==> config.mk <==
export PLATFORM = sky130hd
export DESIGN_NAME = alu_issue_sequencer_flat
export DESIGN_NICKNAME = d
export VERILOG_FILES = /design/src/rtl/alu_issue_sequencer_if.sv /design/src/rtl/alu_issue_sequencer.sv /design/src/flat_wrapper.sv
export SDC_FILE = /design/constraint.sdc
export NUM_CORES = 1
export LEC_CHECK = 0
export CORE_ASPECT_RATIO = 1.1
export CORE_UTILIZATION = 55
export DETAILED_ROUTE_END_ITERATION = 6
export PLACE_DENSITY_LB_ADDON = 0.1
export SYNTH_ARGS = -nofsm -noshare
export SYNTH_HDL_FRONTEND = slang
export SYNTH_SLANG_ARGS = --single-unit
==> constraint.sdc <==
create_clock -name clock -period 4.7 [get_ports clock]
set_input_delay 0.47 -clock clock [delete_from_list [all_inputs] [get_ports clock]]
set_output_delay 0.47 -clock clock [all_outputs]
set_load 0.05 [all_outputs]
==> src/rtl/alu_issue_sequencer_if.sv <==
// +--------------------------------------------------------------------------+
// | alu_issue_sequencer_if: decoder, ALU, write-back and debug signal bundle |
// | Revision: 1.0                                                            |
// +--------------------------------------------------------------------------+
`default_nettype none

interface alu_issue_sequencer_if #(
  parameter int WORD_SIZE   = 16,
  parameter int OPCODE_SIZE = 5,
  parameter int REG_ADDR_W  = 3
);
  logic                   in_valid;
  logic                   in_ready;
  logic [OPCODE_SIZE-1:0] in_opcode;
  logic [REG_ADDR_W-1:0]  in_rd;
  logic [REG_ADDR_W-1:0]  in_rs1;
  logic [REG_ADDR_W-1:0]  in_rs2;
  logic [WORD_SIZE-1:0]   in_imm;
  logic [OPCODE_SIZE-1:0] alu_opcode;
  logic [WORD_SIZE-1:0]   alu_input1;
  logic [WORD_SIZE-1:0]   alu_input2;
  logic                   alu_enable;
  logic [WORD_SIZE-1:0]   alu_out;
  logic                   wb_valid;
  logic [REG_ADDR_W-1:0]  wb_rd;
  logic [WORD_SIZE-1:0]   wb_data;
  logic [REG_ADDR_W-1:0]  dbg_addr;
  logic [WORD_SIZE-1:0]   dbg_data;

  // master = decoder/ALU/debug environment, slave = the sequencer
  modport master (
    output in_valid, in_opcode, in_rd, in_rs1, in_rs2, in_imm, alu_out, dbg_addr,
    input  in_ready, alu_opcode, alu_input1, alu_input2, alu_enable,
           wb_valid, wb_rd, wb_data, dbg_data
  );

  modport slave (
    input  in_valid, in_opcode, in_rd, in_rs1, in_rs2, in_imm, alu_out, dbg_addr,
    output in_ready, alu_opcode, alu_input1, alu_input2, alu_enable,
           wb_valid, wb_rd, wb_data, dbg_data
  );
endinterface

`default_nettype wire

==> src/rtl/alu_issue_sequencer.sv <==
// +--------------------------------------------------------------------------+
// | alu_issue_sequencer: serial issue stage, regfile read, ALU issue, writeback|
// | Revision: 1.0                                                            |
// +--------------------------------------------------------------------------+
`default_nettype none

module alu_issue_sequencer #(
  parameter int                     WORD_SIZE   = 16,
  parameter int                     OPCODE_SIZE = 5,
  parameter int                     REG_ADDR_W  = 3,
  parameter logic [OPCODE_SIZE-1:0] ADDI_OPCODE = OPCODE_SIZE'(1),
  parameter logic [OPCODE_SIZE-1:0] ANDI_OPCODE = OPCODE_SIZE'(3)
) (
  input  wire logic          clock,
  input  wire logic          reset_n,
  alu_issue_sequencer_if.slave bus
);

  localparam int NUM_REGS = 1 << REG_ADDR_W;

  typedef enum logic [1:0] {
    IDLE   = 2'd0,
    ISSUE  = 2'd1,
    RESULT = 2'd2
  } state_t;

  state_t                 state_q, state_d;
  logic [OPCODE_SIZE-1:0] opcode_q, opcode_d;
  logic [WORD_SIZE-1:0]   input1_q, input1_d;
  logic [WORD_SIZE-1:0]   input2_q, input2_d;
  logic [REG_ADDR_W-1:0]  rd_q, rd_d;
  logic [WORD_SIZE-1:0]   regs_q [NUM_REGS];
  logic [WORD_SIZE-1:0]   regs_d [NUM_REGS];
  logic                   use_imm;

  always_comb begin
    state_d  = state_q;
    opcode_d = opcode_q;
    input1_d = input1_q;
    input2_d = input2_q;
    rd_d     = rd_q;
    regs_d   = regs_q;
    use_imm  = (bus.in_opcode == ADDI_OPCODE) || (bus.in_opcode == ANDI_OPCODE);

    case (state_q)
      IDLE: begin
        if (bus.in_valid) begin
          state_d  = ISSUE;
          opcode_d = bus.in_opcode;
          rd_d     = bus.in_rd;
          input1_d = regs_q[bus.in_rs1];
          input2_d = use_imm ? bus.in_imm : regs_q[bus.in_rs2];
        end
      end
      ISSUE: begin
        state_d = RESULT;
      end
      RESULT: begin
        state_d = IDLE;
        // Entry 0 is never written, so it reads back as zero forever
        if (rd_q != '0) begin
          regs_d[rd_q] = bus.alu_out;
        end
      end
      default: begin
        state_d = IDLE;
      end
    endcase
  end

  always_ff @(posedge clock) begin
    if (!reset_n) begin
      state_q  <= IDLE;
      opcode_q <= '0;
      input1_q <= '0;
      input2_q <= '0;
      rd_q     <= '0;
      for (int i = 0; i < NUM_REGS; i++) begin
        regs_q[i] <= '0;
      end
    end else begin
      state_q  <= state_d;
      opcode_q <= opcode_d;
      input1_q <= input1_d;
      input2_q <= input2_d;
      rd_q     <= rd_d;
      regs_q   <= regs_d;
    end
  end

  // Handshake and strobes decode from state only; no path from in_valid
  assign bus.in_ready   = (state_q == IDLE);
  assign bus.alu_enable = (state_q == ISSUE);
  assign bus.wb_valid   = (state_q == RESULT);
  assign bus.wb_rd      = rd_q;
  assign bus.wb_data    = (state_q == RESULT) ? bus.alu_out : '0;
  assign bus.alu_opcode = opcode_q;
  assign bus.alu_input1 = input1_q;
  assign bus.alu_input2 = input2_q;
  assign bus.dbg_data   = regs_q[bus.dbg_addr];

endmodule

`default_nettype wire

==> src/flat_wrapper.sv <==
// flat-port wrapper written by rule: the top's interface ports become plain ports
module alu_issue_sequencer_flat 
#(
  parameter int                     WORD_SIZE   = 16,
  parameter int                     OPCODE_SIZE = 5,
  parameter int                     REG_ADDR_W  = 3,
  parameter logic [OPCODE_SIZE-1:0] ADDI_OPCODE = OPCODE_SIZE'(1),
  parameter logic [OPCODE_SIZE-1:0] ANDI_OPCODE = OPCODE_SIZE'(3)
)
  (clock, reset_n, bus_in_valid, bus_in_opcode, bus_in_rd, bus_in_rs1, bus_in_rs2, bus_in_imm, bus_alu_out, bus_dbg_addr, bus_in_ready, bus_alu_opcode, bus_alu_input1, bus_alu_input2, bus_alu_enable, bus_wb_valid, bus_wb_rd, bus_wb_data, bus_dbg_data);
  alu_issue_sequencer_if #(.WORD_SIZE(WORD_SIZE), .OPCODE_SIZE(OPCODE_SIZE), .REG_ADDR_W(REG_ADDR_W)) bus_i ();
  input  wire logic clock;
  input  wire logic reset_n;
  input wire logic [$bits(bus_i.in_valid)-1:0] bus_in_valid;
  input wire logic [$bits(bus_i.in_opcode)-1:0] bus_in_opcode;
  input wire logic [$bits(bus_i.in_rd)-1:0] bus_in_rd;
  input wire logic [$bits(bus_i.in_rs1)-1:0] bus_in_rs1;
  input wire logic [$bits(bus_i.in_rs2)-1:0] bus_in_rs2;
  input wire logic [$bits(bus_i.in_imm)-1:0] bus_in_imm;
  input wire logic [$bits(bus_i.alu_out)-1:0] bus_alu_out;
  input wire logic [$bits(bus_i.dbg_addr)-1:0] bus_dbg_addr;
  output wire logic [$bits(bus_i.in_ready)-1:0] bus_in_ready;
  output wire logic [$bits(bus_i.alu_opcode)-1:0] bus_alu_opcode;
  output wire logic [$bits(bus_i.alu_input1)-1:0] bus_alu_input1;
  output wire logic [$bits(bus_i.alu_input2)-1:0] bus_alu_input2;
  output wire logic [$bits(bus_i.alu_enable)-1:0] bus_alu_enable;
  output wire logic [$bits(bus_i.wb_valid)-1:0] bus_wb_valid;
  output wire logic [$bits(bus_i.wb_rd)-1:0] bus_wb_rd;
  output wire logic [$bits(bus_i.wb_data)-1:0] bus_wb_data;
  output wire logic [$bits(bus_i.dbg_data)-1:0] bus_dbg_data;
  assign bus_i.in_valid = bus_in_valid;
  assign bus_i.in_opcode = bus_in_opcode;
  assign bus_i.in_rd = bus_in_rd;
  assign bus_i.in_rs1 = bus_in_rs1;
  assign bus_i.in_rs2 = bus_in_rs2;
  assign bus_i.in_imm = bus_in_imm;
  assign bus_i.alu_out = bus_alu_out;
  assign bus_i.dbg_addr = bus_dbg_addr;
  assign bus_in_ready = bus_i.in_ready;
  assign bus_alu_opcode = bus_i.alu_opcode;
  assign bus_alu_input1 = bus_i.alu_input1;
  assign bus_alu_input2 = bus_i.alu_input2;
  assign bus_alu_enable = bus_i.alu_enable;
  assign bus_wb_valid = bus_i.wb_valid;
  assign bus_wb_rd = bus_i.wb_rd;
  assign bus_wb_data = bus_i.wb_data;
  assign bus_dbg_data = bus_i.dbg_data;
  alu_issue_sequencer #(.WORD_SIZE(WORD_SIZE), .OPCODE_SIZE(OPCODE_SIZE), .REG_ADDR_W(REG_ADDR_W), .ADDI_OPCODE(ADDI_OPCODE), .ANDI_OPCODE(ANDI_OPCODE)) u_core (.clock(clock), .reset_n(reset_n), .bus(bus_i));
endmodule
After elaboration in Yosys (flattened, before gate mapping)
Cells that the tools add are included.
{ "classes": {"order_cmp": 5, "n_eq_ne": 5, "n_mux": 16, "n_bitwise": 4, "reduce_logical": 6} }
{ "op_table": {"columns": ["operator", "n"], "rows": [
  ["16-bit binary-select mux with 3-bit select", 3],
  ["16-bit two-way mux", 9],
  ["128-bit bitwise mux", 1],
  ["16-bit demux with 3-bit select", 1],
  ["4-bit greater-or-equal comparator, second input constant", 4],
  ["3-bit inverter with 4-bit output", 4],
  ["5-bit by 1-bit == test with 1-bit output, second input constant", 1],
  ["5-bit by 2-bit == test with 1-bit output, second input constant", 1],
  ["4-bit by 1-bit less-than comparator with 1-bit output, second input constant", 1],
  ["2-bit one-hot mux with 2 select lines", 1],
  ["2-bit AND reduction", 2],
  ["3-bit nonzero test", 1],
  ["2-bit by 1-bit == test with 1-bit output, second input constant", 1],
  ["2-bit == test, second input constant", 1],
  ["2-bit zero test", 1],
  ["2-bit two-way mux", 1],
  ["2-bit inequality test, second input constant", 1],
  ["1-bit logical AND", 1],
  ["1-bit logical OR", 1]
]} }
{ "totals": {"register_bits": 170, "word_cells": 49, "out_inout_bits": 75} }

Depth between registers and ports, before layout
{ "logic_depth": {"depth_word": 6, "mapped_depth": 6, "ltp_nobuf": 3} }

Worst setup path after synthesis
Ideal clock, no wire load.
{ "synth_timing": {"path_kind": "register to output", "from": "register u_core.state_q[1]", "to": "output port bus_wb_data[10]", "arrival_ns": 1.833, "stages_incl_launch_ff": 5, "t_required_ns": 4.230, "path_slack_ns": 2.397, "cell_sequence": "dfxtp_1 buf_6 nor2b_1 clkbuf_1 and2_1"} }
{ "synth_via": {"elab_chain_len": 2} }
{ "synth_lines": {"columns": ["item", "line_no", "text"], "rows": [
  ["from (decl)", "alu_issue_sequencer.sv:27", "state_t state_q, state_d;"],
  ["from (signal assigned)", "alu_issue_sequencer.sv:82", "state_q <= state_d;"],
  ["2-bit == test", null, null],
  ["net bus_wb_valid", "flat_wrapper.sv:27", "output wire logic [$bits(bus_i.wb_valid)-1:0] bus_wb_valid;"],
  ["16-bit two-way mux", "alu_issue_sequencer.sv:96", "assign bus.wb_data = (state_q == RESULT) ? bus.alu_out : '0;"],
  ["to (decl)", "flat_wrapper.sv:29", "output wire logic [$bits(bus_i.wb_data)-1:0] bus_wb_data;"]
]} }
The timed path passes the listed nets, and every way through them passes these cells.

Worst setup path after layout
{ "layout_timing": {"from": "input port bus_dbg_addr[0]", "to": "output port bus_dbg_data[5]"} }
{ "layout_via": {"elab_chain_len": 4} }
{ "layout_lines": {"columns": ["item", "line_no", "text"], "rows": [
  ["from (decl)", "flat_wrapper.sv:21", "input wire logic [$bits(bus_i.dbg_addr)-1:0] bus_dbg_addr;"],
  ["3-bit inverter with 4-bit output (not written as such)", "alu_issue_sequencer.sv:100", "assign bus.dbg_data = regs_q[bus.dbg_addr];"],
  ["16-bit binary-select mux with 3-bit select", "alu_issue_sequencer.sv:100", null],
  ["16-bit two-way mux (not written as such) (2 in series)", "alu_issue_sequencer.sv:100", null],
  ["to (decl)", "flat_wrapper.sv:30", "output wire logic [$bits(bus_i.dbg_data)-1:0] bus_dbg_data;"]
]} }
No other way between the ends. The select of a mux whose other input is x is not followed.

==> impl_metrics.yaml <==
clock_tree:
  clock_latency_ns: 0.43
  ctsResizeCount: 0
  cts_setup_buffers: 0
  cts_inserted_buffers: 17
  clockRootBuffer: "clkbuf_16"
  cts_sinks: 170
  ctsHoldBuffers: 0
  cts.path.max_buffers: 2
  path_clk_slew_ns: 0.06
  h-tree-depth: 4
  cts_tree: "yes"
finish:
  final_nets: 1026
  antenna_cells: 0
  areaGrowthSynthToFinish_pct: 17.48
  layout_common_cells: "170 x dfxtp_1, 128 x nand3_1, 128 x o21ai_0"
  final_common_cell: "dfxtp_1"
  fillers: 1382
  fin_area_um2: 11300
  drive_above_1_share_pct: 18.97
place:
  place_area_um2: 10690
  hpwl_um: 16740
  io_buffers: 126
  place.gp.congestion: 0.8363
die:
  fp.dieH_um: 140.7
  core-area_um2: 17080
  ios: 127
  fp.dieArea_um2: 18020
  row_count: 50
  dieWidth_um: 128.1
  initial_core_util_pct: 56.30
drt:
  ant_nets: 0
  wl_um: 27470
  wl_per_cell_um: 22.51
  drtIter0Drc: 833
  first_pass_iters: 5
  vias_per_cell: 6.543
  num_vias: 7982
  drc: 0
timing:
  min_period_ns: 3.410
  fmax_mhz: 293.3
  rsz0062_at_grt: "no"
  worstMarginPinSlew_ns: 1.041
  finalHoldViolations: 0
  setup_viol: 0
  maxSlewViolCount: 0
  setup_tns_ns: 0
  finClkSkew_ns: 0.007683
  fin_crit_sh_pct: 72.55
  slew-limit-headroom_pct: 30.57
critical_path:
  path_delay_family: "buffers and inverters"
  crit_chain: "buf_2 > buf_4 > mux4_2 > mux2_2 > clkdlybuf4s50_1"
  crit_path_max_incr_delay_ns: 0.72
  crit_arrival_ns: 2.94
  cp_max_fo: 18
  path_buf_inv: 3
  crit_required_ns: 4.23
  slowest_stage: "clkdlybuf4s50_1"
  startpoint_type: "input pin"
  criticalPathCategory: "in2out"
  crit_path_end_kind: "output port"
synthesis:
  syn-num-nets: 986
  avgSynthCellArea_um2: 10.29
  yosys_warnings: 0
  yosys.cell_types.count: 34
  synth-seq-cells: 170
  ys_seq_area_share_pct: 35.39
  netlist_area_um2: 9615
  synthCells: 934
power:
  powerDensity_nw_per_um2: 299.6
  total_power_uw: 3384
  p_leak_uw: 0.003782
  vdd_drop_max_mv: 0.2480
global_route:
  grtUsageTotal_pct: 31.62
  grt_pass1_wl_um: 43210
  busiest_layer: "met2"
  use_met3_pct: 6.110
  grt-ovfl-total: 0
  grtUsageMet1_pct: 45.30
  grt_util_met2_pct: 48.71
  grt_pass1_vias: 7466
  grt_max_degree: 100
  antenna_found_initial: 0
min_path:
  hp-class: "reg2reg"
run:
  maxCapViolCount: 0
run_status:
  status: "finished clean"
[registers in the layout (all words and copies together) (netlist names)]
signal                 count
u_core.bus.wb_rd           3
u_core.bus.alu_opcode      5
u_core.state_q             2
u_core.regs_q            128
u_core.bus.alu_input1     16
u_core.bus.alu_input2     16
[metal layers]
metal	routed length [um]	part of all wire, %
met2	12560	46
met5	0	0
met4	443	1.6
met3	2725	9.9
met1	11730	43
[power by group]
group	leakage [uW]	total, uW	internal (uW)	switching [uW]
registers	0.00137	1480	1460	18.2
logic	0.00211	442	162	280
clock network	0.000293	1460	853	611
total	0.00378	3380	2470	909
[synth_stat cells, drive strengths merged]
library cell / n / area (um2)
and3b: 1 / 8.760
nand2: 17 / 63.81
or3b: 2 / 17.52
mux2: 16 / 180.2
a21boi: 120 / 900.9
nand3: 129 / 658.1
o221ai: 16 / 140.1
nand2b: 2 / 12.51
nor2: 18 / 67.56
mux2i: 16 / 160.2
nand3b: 2 / 27.53
o21ai: 128 / 640.6
buf: 56 / 372.9
nor2b: 4 / 25.02
dfxtp: 170 / 3403
inv: 16 / 60.06
and2: 35 / 219.0
clkbuf: 68 / 255.2
nor3b: 2 / 31.28
nand4bb: 1 / 11.26
o22ai: 16 / 162.7
nor4b: 1 / 15.01
or2: 1 / 6.260
mux4: 96 / 2162
or4b: 1 / 13.76
[layout make-up]
type                    instances  area (um2)  area share [%]
multi-input cells             624        5547           49.10
flip-flops and latches        170        3403           30.13
repair buffers                145        1386           12.27
clock buffers                  18       439.2           3.888
well taps                     234       292.8           2.592
clock inverters                13       167.7           1.484
inverters                      16       60.06          0.5317
[kinds of logic (layout without fill, tap and decap cells)]
logic type / count (synthesis) / count (layout) / synth area share (%)
buffers and inverters: 140 / 192 / 7.157
flip-flops: 170 / 170 / 35.39
AO/OA/AOI/OAI: 280 / 280 / 19.18
AND/OR/NAND/NOR: 216 / 216 / 12.24
multiplexers: 128 / 128 / 26.02
[per-stage QoR]
step                setup WS [ns]  utilization, %  hold slack [ns]  std cells
finish                      1.290           66.14           0.4641       1220
global route               0.9726           66.14           0.5081       1220
CTS                         1.251           66.14           0.4689       1220
detailed placement          1.292           62.59           0.4605       1189
global placement            1.323           62.59           0.4522       1189
floorplan                   2.397               -           0.4612        934
[worst min-delay path, delay by kind of cell, from the launching register on]
family,cells,cell delay [ns]
compound gates,1,0.06
flops,1,0.30
simple gates,1,0.04
[path summary, 6_finish.rpt]
check                                              start  slack [ns]                       end  cells past startpoint
worst min register to register  u_core.bus.alu_opcode[2]        0.46  u_core.bus.alu_opcode[2]                      2
worst min-delay path            u_core.bus.alu_opcode[2]        0.46  u_core.bus.alu_opcode[2]                      2
worst max register to register         u_core.state_q[1]        2.50         u_core.regs_q[25]                      4
worst max-delay path                     bus_dbg_addr[0]        1.29           bus_dbg_data[5]                      5
No activity file was read; power rests on OpenSTA's default activity.
